===== config.mk =====
export PLATFORM = sky130hd
export DESIGN_NAME = load_store_unit_flat
export DESIGN_NICKNAME = d
export VERILOG_FILES = /design/src/rtl/load_store_unit_if.sv /design/src/rtl/load_store_unit.sv /design/src/flat_wrapper.sv
export SDC_FILE = /design/constraint.sdc
export NUM_CORES = 1
export LEC_CHECK = 0
export BUFFER_PORTS_ARGS = -buffer_cell sky130_fd_sc_hd__clkbuf_2
export CORE_ASPECT_RATIO = 0.8
export CORE_MARGIN = 1.5
export CORE_UTILIZATION = 44
export CTS_BUF_LIST = sky130_fd_sc_hd__clkbuf_8
export DETAILED_ROUTE_END_ITERATION = 10
export PLACE_DENSITY = 0.77
export SKIP_LAST_GASP = 1
export SYNTH_ARGS = -nofsm -noshare
export SYNTH_HDL_FRONTEND = slang
export SYNTH_SLANG_ARGS = --single-unit

===== constraint.sdc =====
create_clock -name clk -period 2.3 [get_ports clk]
set_clock_uncertainty 0.1 [all_clocks]
set_input_delay 0.69 -clock clk [delete_from_list [all_inputs] [get_ports clk]]
set_output_delay 0.69 -clock clk [all_outputs]
set_load 0.01 [all_outputs]

===== src/rtl/load_store_unit_if.sv =====
// Word-wide valid/ready memory port between the load/store unit and the data memory.
// The master drives the request; the slave answers with ready and read data in the same cycle.
interface load_store_unit_if;
   logic        mem_valid;
   logic        mem_ready;
   logic [31:0] mem_addr;
   logic [31:0] mem_wdata;
   logic [3:0]  mem_wmask;
   logic [31:0] mem_rdata;

   modport master (
      output mem_valid,
      output mem_addr,
      output mem_wdata,
      output mem_wmask,
      input  mem_ready,
      input  mem_rdata
   );

   modport slave (
      input  mem_valid,
      input  mem_addr,
      input  mem_wdata,
      input  mem_wmask,
      output mem_ready,
      output mem_rdata
   );
endinterface


===== src/rtl/load_store_unit.sv =====
// Memory-access stage of the rv32im multicycle core: aligns stores onto byte lanes,
// extracts and extends loads, and flags misaligned, illegal or timed-out accesses.
module load_store_unit #(
   parameter int unsigned TIMEOUT_CYCLES = 0
) (
   input  logic        clk,
   input  logic        reset,
   input  logic        start,
   input  logic        is_store,
   input  logic [2:0]  funct3,
   input  logic [31:0] addr,
   input  logic [31:0] store_data,
   output logic        busy,
   output logic        done,
   output logic        fault,
   output logic [31:0] load_data,
   load_store_unit_if.master mem
);

   typedef enum logic [1:0] {IDLE, REQ, RESP} state_t;

   state_t      state;
   state_t      next_state;
   logic [2:0]  req_funct3;
   logic [1:0]  req_offset;
   logic        fault_pending;
   logic [31:0] timeout_count;
   logic [31:0] addr_reg;
   logic [31:0] wdata_reg;
   logic [3:0]  wmask_reg;
   logic        request_ok;
   logic        handshake;
   logic        timed_out;
   logic [31:0] lane_wdata;
   logic [3:0]  lane_wmask;
   logic [7:0]  byte_lane;
   logic [15:0] half_lane;
   logic [31:0] extracted;

   function automatic logic funct3_legal(input logic st, input logic [2:0] f3);
      case (f3)
         3'b000, 3'b001, 3'b010: return 1'b1;
         3'b100, 3'b101:         return !st;
         default:                return 1'b0;
      endcase
   endfunction

   function automatic logic is_aligned(input logic [2:0] f3, input logic [1:0] offset);
      case (f3[1:0])
         2'b01:   return offset[0] == 1'b0;
         2'b10:   return offset == 2'b00;
         default: return 1'b1;
      endcase
   endfunction

   always_comb begin
      request_ok = funct3_legal(is_store, funct3) && is_aligned(funct3, addr[1:0]);
   end

   // Store data replicated across every lane it could occupy; the mask selects the live bytes.
   always_comb begin
      lane_wdata = store_data;
      lane_wmask = 4'b1111;
      case (funct3[1:0])
         2'b00: begin
            lane_wdata = {4{store_data[7:0]}};
            lane_wmask = 4'b0001 << addr[1:0];
         end
         2'b01: begin
            lane_wdata = {2{store_data[15:0]}};
            lane_wmask = addr[1] ? 4'b1100 : 4'b0011;
         end
         default: ;
      endcase
   end

   always_comb begin
      byte_lane = 8'(mem.mem_rdata >> {req_offset, 3'b000});
      half_lane = 16'(mem.mem_rdata >> {req_offset[1], 4'b0000});
      case (req_funct3)
         3'b000:  extracted = {{24{byte_lane[7]}}, byte_lane};
         3'b001:  extracted = {{16{half_lane[15]}}, half_lane};
         3'b010:  extracted = mem.mem_rdata;
         3'b100:  extracted = {24'd0, byte_lane};
         3'b101:  extracted = {16'd0, half_lane};
         default: extracted = 32'd0;
      endcase
   end

   always_ff @(posedge clk) begin
      if (reset) begin
         state <= IDLE;
      end else begin
         state <= next_state;
      end
   end

   // Ready in the last allowed REQ cycle takes priority over the timeout abort.
   always_comb begin
      next_state = state;
      handshake  = 1'b0;
      timed_out  = 1'b0;
      case (state)
         IDLE: begin
            if (start) begin
               next_state = request_ok ? REQ : RESP;
            end
         end
         REQ: begin
            if (mem.mem_ready) begin
               handshake  = 1'b1;
               next_state = RESP;
            end else if (TIMEOUT_CYCLES != 0 && timeout_count == TIMEOUT_CYCLES - 1) begin
               timed_out  = 1'b1;
               next_state = RESP;
            end
         end
         RESP:    next_state = IDLE;
         default: next_state = IDLE;
      endcase
   end

   always_ff @(posedge clk) begin
      if (reset) begin
         req_funct3    <= 3'd0;
         req_offset    <= 2'd0;
         fault_pending <= 1'b0;
         timeout_count <= 32'd0;
         addr_reg      <= 32'd0;
         wdata_reg     <= 32'd0;
         wmask_reg     <= 4'd0;
         load_data     <= 32'd0;
      end else begin
         if (state == IDLE && start) begin
            req_funct3    <= funct3;
            req_offset    <= addr[1:0];
            fault_pending <= !request_ok;
            timeout_count <= 32'd0;
            load_data     <= 32'd0;
            addr_reg      <= {addr[31:2], 2'b00};
            wdata_reg     <= is_store ? lane_wdata : 32'd0;
            wmask_reg     <= (is_store && request_ok) ? lane_wmask : 4'b0000;
         end
         if (state == REQ) begin
            if (handshake) begin
               if (wmask_reg == 4'b0000) begin
                  load_data <= extracted;
               end
            end else begin
               timeout_count <= timeout_count + 32'd1;
            end
            if (timed_out) begin
               fault_pending <= 1'b1;
            end
         end
      end
   end

   assign busy          = (state != IDLE);
   assign done          = (state == RESP);
   assign fault         = (state == RESP) && fault_pending;
   assign mem.mem_valid = (state == REQ);
   assign mem.mem_addr  = addr_reg;
   assign mem.mem_wdata = wdata_reg;
   assign mem.mem_wmask = wmask_reg;

endmodule


===== src/flat_wrapper.sv =====
// flat-port wrapper written by rule: the top's interface ports become plain ports
module load_store_unit_flat 
#(
   parameter int unsigned TIMEOUT_CYCLES = 0
)
  (clk, reset, start, is_store, funct3, addr, store_data, busy, done, fault, load_data, mem_mem_valid, mem_mem_addr, mem_mem_wdata, mem_mem_wmask, mem_mem_ready, mem_mem_rdata);
  load_store_unit_if mem_i ();
  input  logic clk;
  input  logic reset;
  input  logic start;
  input  logic is_store;
  input  logic [2:0] funct3;
  input  logic [31:0] addr;
  input  logic [31:0] store_data;
  output logic busy;
  output logic done;
  output logic fault;
  output logic [31:0] load_data;
  output wire logic [$bits(mem_i.mem_valid)-1:0] mem_mem_valid;
  output wire logic [$bits(mem_i.mem_addr)-1:0] mem_mem_addr;
  output wire logic [$bits(mem_i.mem_wdata)-1:0] mem_mem_wdata;
  output wire logic [$bits(mem_i.mem_wmask)-1:0] mem_mem_wmask;
  input wire logic [$bits(mem_i.mem_ready)-1:0] mem_mem_ready;
  input wire logic [$bits(mem_i.mem_rdata)-1:0] mem_mem_rdata;
  assign mem_mem_valid = mem_i.mem_valid;
  assign mem_mem_addr = mem_i.mem_addr;
  assign mem_mem_wdata = mem_i.mem_wdata;
  assign mem_mem_wmask = mem_i.mem_wmask;
  assign mem_i.mem_ready = mem_mem_ready;
  assign mem_i.mem_rdata = mem_mem_rdata;
  load_store_unit #(.TIMEOUT_CYCLES(TIMEOUT_CYCLES)) u_core (.clk(clk), .reset(reset), .start(start), .is_store(is_store), .funct3(funct3), .addr(addr), .store_data(store_data), .busy(busy), .done(done), .fault(fault), .load_data(load_data), .mem(mem_i));
endmodule

Word-level counts from Yosys, hierarchy flattened:

Index checks and enable logic that the tools add are counted.

* register bits after elaboration: 106
* output and inout bits: 104

* eq/ne operators: 14
* shift operators: 3
* muxes and demuxes: 18
* bitwise gates (word level): 1
* reductions and logical operators: 16

Operators by type and width (number)
* 2-to-1 mux 32 bit: 5
* one-hot mux 32 bit (5 select lines): 1
* one-hot mux 32 bit (2 select lines): 1
* >> shifter 32 x 5 -> 16 bit: 1
* >> shifter 32 x 5 -> 8 bit: 1
* equality test 3 bit (second input constant): 4
* 2-to-1 mux 4 bit: 2
* one-hot mux 4 bit (2 select lines): 1
* equality test 3 x 1 -> 1 bit (second input constant): 2
* equality test 3 x 2 -> 1 bit (second input constant): 2
* logical NOT 2 bit: 3
* logical NOT 3 bit: 2
* 2-to-1 mux 2 bit: 3
* equality test 2 x 1 -> 1 bit (second input constant): 2
* equality test 2 bit (second input constant): 2
* logical AND 1 bit: 4
* logical NOT 4 bit: 1
* one-hot mux 1 bit (2 select lines): 2
* one-hot mux 2 bit (2 select lines): 1
* left shift 1 x 2 -> 4 bit (first input constant): 1
* OR reduction 3 bit: 1
* logical NOT 1 bit: 2
* 2-to-1 mux 1 bit: 2
* inequality test 2 x 1 -> 1 bit (second input constant): 1
* other kinds (5): 5

Longest topological paths before layout:

* depth in word-level cells: 7
* mapped depth: 7
* depth with buffers taken out: 6

Least setup slack after synthesis:

OpenSTA, ideal clock, no wires.

* kind: input-to-reg
* from: in funct3[1]
* to: reg u_core.wdata_reg[21] (netlist: u_core.mem.mem_wdata[21])
* arrival: 2127 ps
* required time: 2072 ps
* slack: -54 ps
* stages on the path: 7
* cell sequence: inv_1 -> ha_1 -> nor2_1 -> clkbuf_1 -> mux2_2 -> a22oi_1 -> nor2_1

* cells in the longest elaborated chain, start to end: 3
* elaborated cells on any way between the ends: 4

Ends and longest elaborated chain
* from (decl): line flat_wrapper.sv:12 `input logic [2:0] funct3;`
* equality test 2 x 1 -> 1 bit / logical NOT 2 bit (equally long branches): line load_store_unit.sv:64 `case (funct3[1:0])`
* one-hot mux 32 bit (2 select lines) *: line load_store_unit.sv:64
* 2-to-1 mux 32 bit *: line load_store_unit.sv:141 `wdata_reg <= is_store ? lane_wdata : 32'd0;`
* to (signal assigned): line load_store_unit.sv:141
* to (decl): line load_store_unit.sv:29 `logic [31:0] wdata_reg;`

Every way passes the cells marked *; elsewhere a longest branch is shown, timed or not.
A chain may end at the register's enable or synchronous reset.

Final worst setup path:

* from: reg u_core.state[0]
* to: out mem_mem_valid

* cells in the longest elaborated chain, start to end: 1

Ends and longest elaborated chain
* from (decl): line load_store_unit.sv:22 `state_t state;`
* from (signal assigned): line load_store_unit.sv:94 `state <= next_state;`
* equality test 2 x 1 -> 1 bit: line load_store_unit.sv:162 `assign mem.mem_valid = (state == REQ);`
* to (decl): line flat_wrapper.sv:19 `output wire logic [$bits(mem_i.mem_valid)-1:0] mem_mem_valid;`

No other way between the ends.

==> reports/metrics.cfg <==
[clock_tree]
htree_levels=3
cts_made_buffers=9
cts_tree=yes
cts_setup_buffers=0
cts_hold_buffers=0
clock_latency_ns=0.36
clkTransAtPathRegs_ns=0.10
cts_buffer_depth=2
cts.sinks=106
root_buffer=clkbuf_8
cts_resized=0

[critical_path]
crit_path_top_delay_cell=dfxtp_1
end_kind=primary output
cp.required_ns=1.51
critPathLaunchType=flip-flop
critical_path_class=reg2out
cpPeakStageDelay_ns=0.48
crit_chain=nor2b_1 -> clkbuf_2
worstPathArrival_ns=1.42
critPathMaxFanout=7

[drt]
via_per_inst=5.47
wl_per_cell_um=16.0
drtIter0Drc=389
drt-pass1-iter-count=5
ant_nets=0
drc_errors=0
vias=5019
wl_mm=14.7

[synthesis]
ys_seq_elements=106
synth_top_area_frac=0.445
yosysUniqueCellTypes=40
synth_area_per_cell_um2=8.05
async_reset_ff_frac=0
syn_inst=592
synth-edff-count=0
synth.area.top_cells=dfxtp_1, nand2_1, a21oi_1
ys.warnings.count=0
ys.flop_type=dfxtp_1
ys_seq_area_frac=0.445
yosysTopAreaCell=dfxtp_1
synth_area_um2=4770

[placement]
dp_hpwl_mm=10.6
io_buffers=205
gp_routability_congestion=0.948
place_area_um2=5920
place_inst=901

[floorplanning]
initial_core_util=0.458
num_rows=33
die_h_um=96.1
ioPinCount=208
die-area_um2=11500
die_x_um=119
core_area_um2=10400

[timing]
min_period_ns=2.21
worst_pin_slew_ns=0.926
period_share=0.961
finalHoldViolCount=0
finalSetupViolCount=0
slew_headroom=0.382
slew_viol_final=0
rsz0062_at_grt=no
setup_tns_ns=0
fmax_ghz=0.452

[cells_and_area]
layout.nets=879
ff_latch_area_um2=2120
drive_above_1_share=0.326
diodes=0
area_growth_pct=28.0
fin_area_um2=6100
multi_input_area_um2=2410
fillers=981
finalNonFillerCells=917
finish.utilization=0.587

[global_route]
grt_max_degree=94
grt_overflow_total=0
grtUsageTotal=0.249
grt_pass1_wl_mm=22.8
grt_pass1_vias=4563
antenna_found_initial=0

[power]
power.total_mw=3.78
pwr_density_cell_nw_per_um2=619
ir_drop_v=0.000358
leakage_nw=2.75

[run_status]
status=complete, no violations

[job]
maxCapViolCount=0

[hold_path]
hold_path.class=reg2reg

==> worst paths after layout <==
| kind | from | to | slack (ns) | cells past startpoint |
|---|---|---|---|---|
| worst max register to register | u_core.state[0] | u_core.load_data[31] | 0.31 | 6 |
| worst min register to register | u_core.mem.mem_wdata[2] | u_core.mem.mem_wdata[2] | 0.36 | 2 |
| worst max-delay path | u_core.state[0] | mem_mem_valid | 0.09 | 2 |
| worst min-delay path | u_core.mem.mem_wdata[2] | u_core.mem.mem_wdata[2] | 0.36 | 2 |
==> layer usage <==
layer / wire length (µm) / up-vias / track usage / part of all wire
met2: 6870 / 243 / 0.410 / 0.47
li1: - / 2438 / - / -
met3: 1220 / 28 / 0.0669 / 0.083
met1: 6260 / 2310 / 0.321 / 0.43
met5: 0 / - / 0 / 0
met4: 310 / 0 / 0.0843 / 0.021
==> stage by stage <==
stage / hold slack [ns] / worst slack (ns)
3_5_place_dp: 0.346 / -0.0335
3_3_place_gp: 0.339 / 0.0690
2_1_floorplan: 0.364 / 0.0328
4_1_cts: 0.360 / 0.0979
6_report: 0.358 / 0.0887
5_1_grt: 0.378 / 0.00326
==> registers in the layout (all words and copies together), names as in the netlist <==
register and cells:
u_core.req_offset 2, u_core.mem.mem_addr 30, u_core.req_funct3 3, u_core.mem.mem_wdata 32, u_core.mem.mem_wmask 4, u_core.load_data 32, u_core.fault_pending 1, u_core.state 2
==> critical path, delay by kind of cell (launching register included) <==
family / cells / cell delay [ns]
and+or+nand+nor: 1 / 0.37
DFF: 1 / 0.48
buffers and inverters: 1 / 0.21
==> layout make-up <==
| cell class | instances | area share |
|---|---|---|
| Clock buffer | 10 | 0.0226 |
| Tap cell | 140 | 0.0287 |
| Multi-Input combinational cell | 430 | 0.396 |
| Timing Repair Buffer | 221 | 0.196 |
| Clock inverter | 6 | 0.00697 |
| Sequential cell | 106 | 0.348 |
| Inverter | 4 | 0.00246 |
==> cell usage after synthesis (all sizes together), types with 2 or more instances <==
| master | number |
|---|---|
| nand2 | 120 |
| dfxtp | 106 |
| a21oi | 80 |
| clkbuf | 43 |
| nor2 | 32 |
| a22oi | 28 |
| nand3 | 27 |
| a21o | 22 |
| nor3 | 16 |
| o21ai | 14 |
| buf | 10 |
| nand2b | 10 |
| and2 | 9 |
| mux2 | 8 |
| a221o | 7 |
| a211oi | 6 |
| nor2b | 6 |
| a2111oi | 5 |
| a221oi | 5 |
| a22o | 5 |
| inv | 4 |
| mux2i | 4 |
| nand4b | 4 |
| ha | 3 |
| nor3b | 3 |
| nor4 | 2 |
| o21bai | 2 |
| or2 | 2 |
| or3b | 2 |
==> layout by cell type, fill, tap and decap left out, drive strengths merged, types with 2 or more instances in the layout <==
cell type / count
clkbuf: 214
nand2: 120
dfxtp: 106
a21oi: 80
nor2: 32
a22oi: 28
nand3: 27
a21o: 22
buf: 17
nor3: 16
o21ai: 14
nand2b: 10
and2: 9
mux2: 8
a221o: 7
nor2b: 6
a211oi: 6
inv: 6
a2111oi: 5
a221oi: 5
a22o: 5
mux2i: 4
nand4b: 4
ha: 3
nor3b: 3
clkinv: 3
or2: 2
nor4: 2
o21bai: 2
conb: 2
or3b: 2
==> kinds of logic (layout without fill, tap and decap cells) <==
logic type	count (synthesis)	after routing	synth area share
fa+ha+maj	3	3	0.00787
buf+inv	57	241	0.0517
mux	13	13	0.0320
simple gates	236	236	0.226
other cells	1	2	0.000787
compound gates	176	176	0.236
flops	106	106	0.445
==> where the power goes <==
group | internal, mW | total (mW) | switching (mW)
registers | 1.92 | 1.97 | 0.0572
clock network | 0.427 | 1.08 | 0.651
logic | 0.300 | 0.728 | 0.428
(Power assumes the default switching activity.)
